File: config.mk
export PLATFORM = sky130hd
export DESIGN_NAME = accum_run_ctrl
export DESIGN_NICKNAME = d
export VERILOG_FILES = /design/src/rtl/accum_run_ctrl.sv
export SDC_FILE = /design/constraint.sdc
export NUM_CORES = 1
export LEC_CHECK = 0
export CORE_MARGIN = 1
export CORE_UTILIZATION = 28
export DETAILED_ROUTE_END_ITERATION = 10
export GPL_TIMING_DRIVEN = 0
export PLACE_DENSITY = 0.56
export RECOVER_POWER = 25
export SLEW_MARGIN = 5
export SYNTH_ARGS = -nofsm -noshare
export SYNTH_HDL_FRONTEND = slang
export SYNTH_SLANG_ARGS = --single-unit
File: constraint.sdc
create_clock -name Clk -period 2.3 [get_ports Clk]
set_clock_uncertainty 0.15 [all_clocks]
set_input_delay 0.575 -clock Clk [delete_from_list [all_inputs] [get_ports Clk]]
set_output_delay 0.575 -clock Clk [all_outputs]
set_load 0.01 [all_outputs]
File: src/rtl/accum_run_ctrl.sv
// Button front end for the accumulator: synchronizes and debounces the Run and
// Clear keys, emits one registered strobe per press and counts accepted Runs.
module accum_run_ctrl #(
    parameter int SYNC_STAGES     = 2,
    parameter int DEBOUNCE_CYCLES = 16,
    parameter int CNT_W           = 8
) (
    input  logic             Clk,
    input  logic             Reset,
    input  logic             Run_In,
    input  logic             Clear_In,
    output logic             Run_Pulse,
    output logic             Clear_Pulse,
    output logic             Busy,
    output logic [CNT_W-1:0] Press_Count
);

    localparam int DW = (DEBOUNCE_CYCLES > 2) ? $clog2(DEBOUNCE_CYCLES) : 1;
    localparam logic [DW-1:0] CNT_LAST = DW'(DEBOUNCE_CYCLES - 1);

    typedef enum logic [2:0] {
        S_IDLE,
        S_PRESS_WAIT,
        S_FIRE,
        S_HOLD,
        S_RELEASE_WAIT
    } state_t;

    // Bit 0 = Run, bit 1 = Clear, both before and after synchronization.
    logic [1:0] btn_raw;
    logic [1:0] btn_sync;

    assign btn_raw = {Clear_In, Run_In};

    generate
        for (genvar gi = 0; gi < 2; gi++) begin : g_sync
            logic [SYNC_STAGES-1:0] chain_q;

            always_ff @(posedge Clk or posedge Reset) begin
                if (Reset) begin
                    chain_q <= '0;
                end else begin
                    chain_q <= {chain_q[SYNC_STAGES-2:0], btn_raw[gi]};
                end
            end

            assign btn_sync[gi] = chain_q[SYNC_STAGES-1];
        end
    endgenerate

    logic rs;
    logic cs;
    logic sel_btn;

    assign rs = btn_sync[0];
    assign cs = btn_sync[1];

    state_t           state_q, state_d;
    logic [DW-1:0]    cnt_q, cnt_d;
    logic             sel_q, sel_d;
    logic             run_pulse_q, clear_pulse_q, busy_q;
    logic [CNT_W-1:0] count_q, count_d;
    logic             fire_d;

    assign sel_btn = sel_q ? cs : rs;

    always_comb begin
        state_d = state_q;
        cnt_d   = cnt_q;
        sel_d   = sel_q;
        case (state_q)
            S_IDLE: begin
                if (cs) begin
                    state_d = S_PRESS_WAIT;
                    sel_d   = 1'b1;
                    cnt_d   = '0;
                end else if (rs) begin
                    state_d = S_PRESS_WAIT;
                    sel_d   = 1'b0;
                    cnt_d   = '0;
                end
            end
            S_PRESS_WAIT: begin
                if (!sel_btn) begin
                    state_d = S_IDLE;
                end else if (!sel_q && cs) begin
                    // A Clear arriving while a Run is still settling takes over.
                    sel_d = 1'b1;
                    cnt_d = '0;
                end else if (cnt_q == CNT_LAST) begin
                    state_d = S_FIRE;
                end else begin
                    cnt_d = cnt_q + DW'(1);
                end
            end
            S_FIRE: begin
                state_d = S_HOLD;
            end
            S_HOLD: begin
                if (!rs && !cs) begin
                    state_d = S_RELEASE_WAIT;
                    cnt_d   = '0;
                end
            end
            S_RELEASE_WAIT: begin
                if (rs || cs) begin
                    state_d = S_HOLD;
                end else if (cnt_q == CNT_LAST) begin
                    state_d = S_IDLE;
                end else begin
                    cnt_d = cnt_q + DW'(1);
                end
            end
            default: begin
                state_d = S_IDLE;
            end
        endcase
    end

    // Strobes and the counter are loaded from the next state so they line up with FIRE.
    assign fire_d  = (state_d == S_FIRE);
    assign count_d = !fire_d ? count_q : (sel_d ? '0 : count_q + CNT_W'(1));

    always_ff @(posedge Clk or posedge Reset) begin
        if (Reset) begin
            state_q       <= S_IDLE;
            cnt_q         <= '0;
            sel_q         <= 1'b0;
            run_pulse_q   <= 1'b0;
            clear_pulse_q <= 1'b0;
            busy_q        <= 1'b0;
            count_q       <= '0;
        end else begin
            state_q       <= state_d;
            cnt_q         <= cnt_d;
            sel_q         <= sel_d;
            run_pulse_q   <= fire_d && !sel_d;
            clear_pulse_q <= fire_d && sel_d;
            busy_q        <= (state_d != S_IDLE);
            count_q       <= count_d;
        end
    end

    assign Run_Pulse   = run_pulse_q;
    assign Clear_Pulse = clear_pulse_q;
    assign Busy        = busy_q;
    assign Press_Count = count_q;

endmodule

==> flow_summary.ini, run 1 <==
[clock_network]
cts_tree = built
clock_path_buffers = 2
clock_tree.htree_level_count = 1
clkLatencyLatePin_ns = 0.26
root_buffer = clkbuf_8
cts_inserted_buffers = 3
cts_setup_buffers = 0
cts_sinks = 23
clk_pin_slew_worst_paths_ns = 0.08
post_cts_resized = 0
cts_hold_buf = 0

[power_and_ir_drop]
intPower_mw = 0.6931
switching_share_pct = 32.08
comb_power_share_pct = 26.3
vdd_drop_max_mv = 0.2509
clkPwrFrac_pct = 24.8
p_leak_nw = 0.5924
net-switching-power_mw = 0.3273
pwr-share-seq_pct = 48.9
powerDensity_mw_per_mm2 = 716.0

[placed_design]
portBuffers = 14
globalplace.congestion = 0.7585
placed_cell_area_mm2 = 0.001381
dp_hpwl_um = 1680
pre_cts_slack_ns = 0.3017

[logic_synthesis]
syn_nets = 123
yosysWarnings = 0
postSynth.asyncResetShare_pct = 100.0
synthSimpleGateAreaFrac_pct = 23.57
synth_top_family_by_area = simple AND/OR/NAND/NOR gates
synth_compound_area_share_pct = 21.76
synthAdderAreaFrac_pct = 2.123
synth_xor_xnor_area_share_pct = 0
synth_mux_area_share_pct = 0.9554
synth_flop_cell = dfrtp_1
synth_top_area_cell = dfrtp_1
syn_inst = 117
synth-edff-count = 0
synth.area.top_cells = dfrtp_1, nand3_1, nand2b_1, nand2_1, a22o_1
seq_area_frac_synth_pct = 48.83
syn_area_mm2 = 0.001179
ys_seq_elements = 23
avgSynthCellArea_um2 = 10.07
yosysUniqueCellTypes = 40
yosysTopAreaCellShare_pct = 48.83

[setup_path]
critPathLaunchType = flop
r2r-start = cnt_q[0]$_DFFE_PP0P_
ff2ff_path_depth = 6
worstPathMaxFanout = 6
cp.arrival_ns = 2.03
crit_end = Press_Count[3]$_DFFE_PP0N_
critPathLaunch = cnt_q[0]$_DFFE_PP0P_
r2r_end = Press_Count[3]$_DFFE_PP0N_
worst-setup-path-type = flop to flop
endpoint_kind = flop
r2r_slack_ns = 0.28
crit_required_ns = 2.30

[timing]
slew_headroom_pct = 42.84
finalSetupViolations = 0
hold_viol_final = 0
finalMaxSlewViolations = 0
rsz0062_at_grt = false
min_period_ns = 2.024
final.setup.worst_slack_ns = 0.2762
fin_tns_setup_ns = 0
fmaxAchievable_ghz = 0.4941
tightest_slew_ns = 0.8565
fin_crit_sh_pct = 87.99

[cells_and_area]
final_util_pct = 35.37
nNetsFinal = 142
areaGrowthSynthToFinish_pct = 20.91
final_cell_area_mm2 = 0.001425
antenna_cells = 0
drive_gt1_share_pct = 8.148
fillCellCount = 396

[detailed_routing]
dr.pass1.iters = 4
met3_length_um = 80
vias_per_cell = 5.124
drt-initial-drc-count = 38
postRouteWirelength_um = 2386
ant_nets = 0
avgRoutedWirePerCell_um = 12.90
dr_total_vias = 948
wl_met1_um = 1135
maxUsedRoutingLayer = met4
drc = 0
wl_met2_um = 1162

[floorplanning]
die_w_um = 66.88
ioPinCount = 15
core_region_area_mm2 = 0.004029
floorplan.initialDensity_pct = 29.25
die_area_mm2 = 0.004473
row_count = 23
fp.dieH_um = 66.88

[grt]
track_usage_pct = 11.76
overflow = 0
grt_pass1_wl_um = 3995
grt_pass1_vias = 934
grt_max_degree = 24
antenna_found_initial = 0

[hold_path]
min_path_type = flop to flop
min_path_cells = 0

[outcome]
outcome = finished clean

[job]
cap_violations = 0
[metrics by stage]
stage                     hold slack (ns)  std cells  power (mW)
after global placement             0.1951        181      0.7692
final                              0.2133        185       1.020
after detailed placement           0.1918        181      0.7793
after CTS                          0.2193        185       1.028
after global routing               0.2243        185       1.089
after floorplan                    0.1812        117      0.7048
[per-layer routing]
metal  vias up  GRT usage [%]
li1        465              -
met1       462          14.87
met2        19          19.82
met3         2          2.226
met4         0          3.989
met5         -              0
[cells by family (layout without fill, tap and decap cells)]
family | Yosys count | count (layout)
simple gates | 50 | 50
compound gates | 35 | 35
flops | 23 | 23
buf+inv | 6 | 24
fa+ha+maj | 2 | 2
mux | 1 | 1
[synthesized netlist by cell type (all sizes together) (2+ instances only)]
library cell and instances:
dfrtp 23, nand2 11, nand3 9, o21ai 9
nand2b 7, a21oi 6, nor2 5, nor2b 5
a22o 4, o31ai 4, a2bb2oi 3, and3 3
buf 3, inv 3, a21boi 2, ha 2
nor3 2, o211ai 2
[power groups by stage]
stage               Clock, mW  Combinational, mW  Sequential [mW]
floorplan                   0              0.206            0.499
global placement            0              0.266            0.503
detailed placement          0              0.273            0.506
CTS                     0.257              0.273            0.499
global route            0.278              0.306            0.505
finish                  0.253              0.268            0.499
[cell usage in the layout, fill, tap and decap left out, types with 3 or more instances in the layout]
master	instances
and3_1	3
a21oi_1	4
a2bb2oi_1	3
nand2_1	11
nand2b_1	7
o31ai_1	4
a22o_1	4
clkdlybuf4s50_1	11
dlygate4sd3_1	3
nor2_1	4
nand3_1	9
inv_1	3
o21ai_1	6
dfrtp_1	23
nor2b_1	4
clkbuf_8	3
[state kept, by name, summed over array words and instances (netlist names)]
register,flops
state_q,3
Clear_Pulse,1
Busy,1
Run_Pulse,1
Press_Count,8
sel_q,1
cnt_q,4
g_sync.chain_q,4
[critical path: stages, from the launching register on]
cell,delay [ns]
dfrtp_1,0.40
ha_1,0.25
and3_1,0.22
and2_1,0.17
nor2b_2,0.29
o21ai_2,0.15
o31ai_1,0.29
[final cells by class]
type	instances	area [µm²]	share of cell area [%]
tap	50	62.56	4.390
multi-input combinational	88	570.5	40.04
sequential	23	575.6	40.39
clock buffer	4	45.04	3.161
timing repair buffer	14	140.1	9.833
inverter	3	11.26	0.7902
buffer	3	20.02	1.405
[worst min-delay path by stage]
stage | start | end
floorplan | g_sync[0].chain_q[0]$_DFF_PP0_ | g_sync[0].chain_q[1]$_DFF_PP0_
global placement | g_sync[0].chain_q[0]$_DFF_PP0_ | g_sync[0].chain_q[1]$_DFF_PP0_
detailed placement | g_sync[0].chain_q[0]$_DFF_PP0_ | g_sync[0].chain_q[1]$_DFF_PP0_
CTS | g_sync[1].chain_q[0]$_DFF_PP0_ | g_sync[1].chain_q[1]$_DFF_PP0_
global route | g_sync[1].chain_q[0]$_DFF_PP0_ | g_sync[1].chain_q[1]$_DFF_PP0_
finish | g_sync[1].chain_q[0]$_DFF_PP0_ | g_sync[1].chain_q[1]$_DFF_PP0_
(Power assumes the default switching activity.)
==> run 2: changes to the inputs <==
GPL_TIMING_DRIVEN = 1   (was 0)
==> flow_summary.ini, run 2 (synthesis results as in run 1) <==
[outcome]
outcome = finished clean

[timing]
min_period_ns = 2.027
rsz0062_at_grt = false
fin_tns_setup_ns = 0
tightest_slew_ns = 1.243
finalSetupViolations = 0
finalMaxSlewViolations = 0
hold_viol_final = 0
slew_headroom_pct = 17.11
fmaxAchievable_ghz = 0.4933
fin_crit_sh_pct = 88.13
final.setup.worst_slack_ns = 0.2730

[grt]
overflow = 0
grt_pass1_vias = 872
grt_max_degree = 24
track_usage_pct = 12.53
antenna_found_initial = 0
grt_pass1_wl_um = 4236

[clock_network]
clk_pin_slew_worst_paths_ns = 0.08
cts_tree = built
cts_hold_buf = 0
root_buffer = clkbuf_8
clock_tree.htree_level_count = 1
cts_sinks = 23
clkLatencyLatePin_ns = 0.26
cts_inserted_buffers = 3
clock_path_buffers = 2
post_cts_resized = 0
cts_setup_buffers = 0

[job]
cap_violations = 0

[power_and_ir_drop]
power_mw = 1.014
p_leak_nw = 0.5831
vdd_drop_max_mv = 0.2959
powerDensity_mw_per_mm2 = 718.8

[setup_path]
critPathLaunchType = flop
crit_required_ns = 1.57
worstPathMaxFanout = 6
cp_cell_sequence = clkdlybuf4s50_1
cpMaxStageDelayCell = clkdlybuf4s50_1
worst-setup-path-type = flop to primary output
endpoint_kind = primary output
cp.arrival_ns = 1.30
crit_family = buffers and inverters
path_buf_inv = 1
max_stage_delay_ns = 0.58

[placed_design]
portBuffers = 14
globalplace.congestion = 0.8154
dp_hpwl_um = 1768
pre_cts_slack_ns = 0.2883

[cells_and_area]
final_common_cell = dfrtp_1
drive_gt1_share_pct = 7.519
areaGrowthSynthToFinish_pct = 19.64
layout.cells.most_common_list = dfrtp_1, clkdlybuf4s50_1, nand2_1
fillCellCount = 415
final_util_pct = 35.00
largest_register_ffs = 8
antenna_cells = 0
nNetsFinal = 140

[detailed_routing]
dr.pass1.iters = 4
postRouteWirelength_um = 2457
vias_per_cell = 5.087
dr_total_vias = 931
avgRoutedWirePerCell_um = 13.43
drt-initial-drc-count = 51
drc = 0
ant_nets = 0

[hold_path]
min_path_type = flop to flop

[floorplanning]
row_count = 23
die_area_mm2 = 0.004473
floorplan.initialDensity_pct = 29.25
core_region_area_mm2 = 0.004029
die_w_um = 66.88
fp.dieH_um = 66.88
ioPinCount = 15
run 2: cell types whose count changed in the layout (fill, tap and decap cells not counted), sizes merged:
cell,delta
clkdlybuf4s50,+1
clkbuf,-1
buf,-2
clkinv,+1
dlygate4sd3,-1
run 2: path summary, 6_finish.rpt:
path / from / endpoint / slack (ns) / cells after the start
worst min-delay path: g_sync[0].chain_q[0]$_DFF_PP0_ / g_sync[0].chain_q[1]$_DFF_PP0_ / 0.20 / 0
max in group asynchronous: Reset / Press_Count[2]$_DFFE_PP0N_ / 0.40 / 3
worst min register to register: g_sync[0].chain_q[0]$_DFF_PP0_ / g_sync[0].chain_q[1]$_DFF_PP0_ / 0.20 / 0
worst max-delay path: Press_Count[3]$_DFFE_PP0N_ / Press_Count[3] / 0.27 / 1
worst max register to register: cnt_q[0]$_DFFE_PP0P_ / Press_Count[2]$_DFFE_PP0N_ / 0.29 / 7
min in group asynchronous: Reset / Run_Pulse$_DFF_PP0_ / 0.87 / 3
run 2: per-layer routing:
metal / GRT usage [%] / wire, µm
met4: 3.989 / 8
met1: 16.40 / 1165
met3: 1.712 / 70
met5: 0 / 0
met2: 21.09 / 1213
run 2: power breakdown:
part           switching (mW)  internal (mW)
Clock                   0.125          0.121
Sequential             0.0631          0.451
Combinational           0.137          0.117
run 2: cell type report:
class	instances	area [µm²]	share of cell area, %
sequential	23	575.6	40.82
inverter	3	11.26	0.7986
tap	50	62.56	4.437
multi-input combinational	88	570.5	40.46
clock buffer	3	41.29	2.928
clock inverter	1	5.005	0.3549
timing repair buffer	15	143.9	10.20
run 2: through the flow:
| stage | instances | hold WS (ns) | instance area [µm²] |
|---|---|---|---|
| detailed placement | 179 | 0.1865 | 1368 |
| floorplan | 117 | 0.1812 | 1179 |
| global placement | 179 | 0.1862 | 1368 |
| CTS | 183 | 0.2061 | 1414 |
| finish | 183 | 0.2011 | 1410 |
| global route | 183 | 0.2212 | 1410 |
==> run 3: changes to the inputs <==
ABC_AREA = 1   (was not set)
PLACE_DENSITY = 0.55   (was 0.56)
REMOVE_ABC_BUFFERS = 1   (was not set)
SLEW_MARGIN = 20   (was 5)
==> flow_summary.ini, run 3 <==
[outcome]
outcome = finished clean

[floorplanning]
floorplan.initialDensity_pct = 29.92
die_area_mm2 = 0.005062
die_w_um = 71.15
core_region_area_mm2 = 0.004474
fp.dieH_um = 71.15
ioPinCount = 15
row_count = 24

[grt]
grt_pass1_wl_um = 4719
track_usage_pct = 11.92
grt_pass1_vias = 1123
antenna_found_initial = 0
overflow = 0
grt_max_degree = 24

[power_and_ir_drop]
powerDensity_mw_per_mm2 = 687.2
p_leak_nw = 0.8647
power_mw = 1.090
vdd_drop_max_mv = 0.3736

[clock_network]
cts_tree = built
post_cts_resized = 0
cts_hold_buf = 0
root_buffer = clkbuf_8
clk_pin_slew_worst_paths_ns = 0.08
clock_path_buffers = 2
clkLatencyLatePin_ns = 0.27
cts_sinks = 23
cts_inserted_buffers = 3
clock_tree.htree_level_count = 1
cts_setup_buffers = 0

[detailed_routing]
dr_total_vias = 1119
drt-initial-drc-count = 23
ant_nets = 0
postRouteWirelength_um = 2640
vias_per_cell = 4.476
dr.pass1.iters = 4
drc = 0
avgRoutedWirePerCell_um = 10.56

[logic_synthesis]
synth_top_area_cell = dfrtp_1
avgSynthCellArea_um2 = 7.438
seq_area_frac_synth_pct = 42.99
yosysWarnings = 0
syn_area_mm2 = 0.001339
synth-edff-count = 0
yosysUniqueCellTypes = 23
synth.area.top_cells = dfrtp_1, nand2_1, nand3_1, inv_1, nor2_1
yosysTopAreaCellShare_pct = 42.99
syn_inst = 180
postSynth.asyncResetShare_pct = 100.0
synth_flop_cell = dfrtp_1
ys_seq_elements = 23
yosysMostFrequentCell = nand2_1
synth_common_cells = nand2_1, dfrtp_1, inv_1, nand3_1, nor2_1

[placed_design]
dp_hpwl_um = 1986
placed_cell_area_mm2 = 0.001540
portBuffers = 14
globalplace.congestion = 0.8206
pre_cts_slack_ns = 0.5611

[setup_path]
critPathLaunch = Press_Count[3]$_DFFE_PP0N_
path_buf_inv = 1
cp.arrival_ns = 1.29
worst-setup-path-type = flop to primary output
cp_cell_sequence = clkdlybuf4s50_1
critPathLaunchType = flop
max_stage_delay_ns = 0.57
worstPathMaxFanout = 7
crit_family = buffers and inverters
endpoint_kind = primary output
cpMaxStageDelayCell = clkdlybuf4s50_1
crit_required_ns = 1.57
r2r-start = cnt_q[0]$_DFFE_PP0P_

[timing]
finalMaxSlewViolations = 0
finalSetupViolations = 0
fin_tns_setup_ns = 0
fin_crit_sh_pct = 87.60
final.setup.worst_slack_ns = 0.2853
slew_headroom_pct = 79.12
tightest_slew_ns = 0.3120
fmaxAchievable_ghz = 0.4963
rsz0062_at_grt = false
min_period_ns = 2.015
hold_viol_final = 0

[hold_path]
min_path_type = flop to flop
hp-start = g_sync[1].chain_q[0]$_DFF_PP0_

[cells_and_area]
antenna_cells = 0
largest_register_ffs = 8
final_cell_area_mm2 = 0.001587
nNetsFinal = 205
areaGrowthSynthToFinish_pct = 18.50
drive_gt1_share_pct = 13.13
layout.cells.most_common_list = nand2_1, dfrtp_1, inv_1
final_common_cell = nand2_1
fillCellCount = 489
seqCellArea_um2 = 575.6
multi_input_area_um2 = 649.4

[job]
cap_violations = 0
run 3: changes by cell type in the layout (fill, tap and decap cells not counted), sizes merged, moves of 5 or more:
cell    change
nand2b      -7
nand3       +9
inv        +22
nand2      +60
nor2b       -5
nor2       +13
run 3: path summary, 6_finish.rpt:
check	endpoint	slack (ns)	depth (start not counted)
worst min register to register	g_sync[1].chain_q[1]$_DFF_PP0_	0.20	0
worst min-delay path	g_sync[1].chain_q[1]$_DFF_PP0_	0.20	0
worst max-delay path	Press_Count[3]	0.29	1
max in group asynchronous	cnt_q[1]$_DFFE_PP0P_	1.15	3
min in group asynchronous	g_sync[1].chain_q[0]$_DFF_PP0_	0.62	3
worst max register to register	Press_Count[2]$_DFFE_PP0N_	0.63	7
run 3: report_power, final:
| part | switching, mW | internal (mW) |
|---|---|---|
| combinational | 0.211 | 0.124 |
| sequential | 0.0515 | 0.450 |
| clock | 0.132 | 0.121 |
run 3: cell families (layout without fill, tap and decap cells):
group           Yosys count  after routing  synth area share [%]
compound gates           11             11                 4.954
xor+xnor                  4              4                 2.617
fa+ha+maj                 2              2                 1.869
buf+inv                  27             45                 8.505
flops                    23             23                 42.99
simple gates            113            113                 39.07
run 3: metrics by stage:
stage               util [%]  std cells  hold WS [ns]
global placement       34.42        246        0.1827
detailed placement     34.42        246        0.1858
floorplan                  -        179        0.1812
global route           35.46        250        0.2268
CTS                    35.46        250        0.2062
finish                 35.46        250        0.2025
run 3: layer usage:
layer  up-vias  wire, µm  track usage, %
met1       488      1273           14.59
met4         0        74           7.333
met5         -         0               0
met2        24      1207           20.11
li1        600         -               -
met3         7        84           1.282
run 3: cell type report:
type,count,area share (%)
tap,52,4.101
timing repair buffer,15,9.306
inverter,26,6.467
clock inverter,1,0.3155
multi-input combinational,130,40.93
clock buffer,3,2.603
sequential,23,36.28
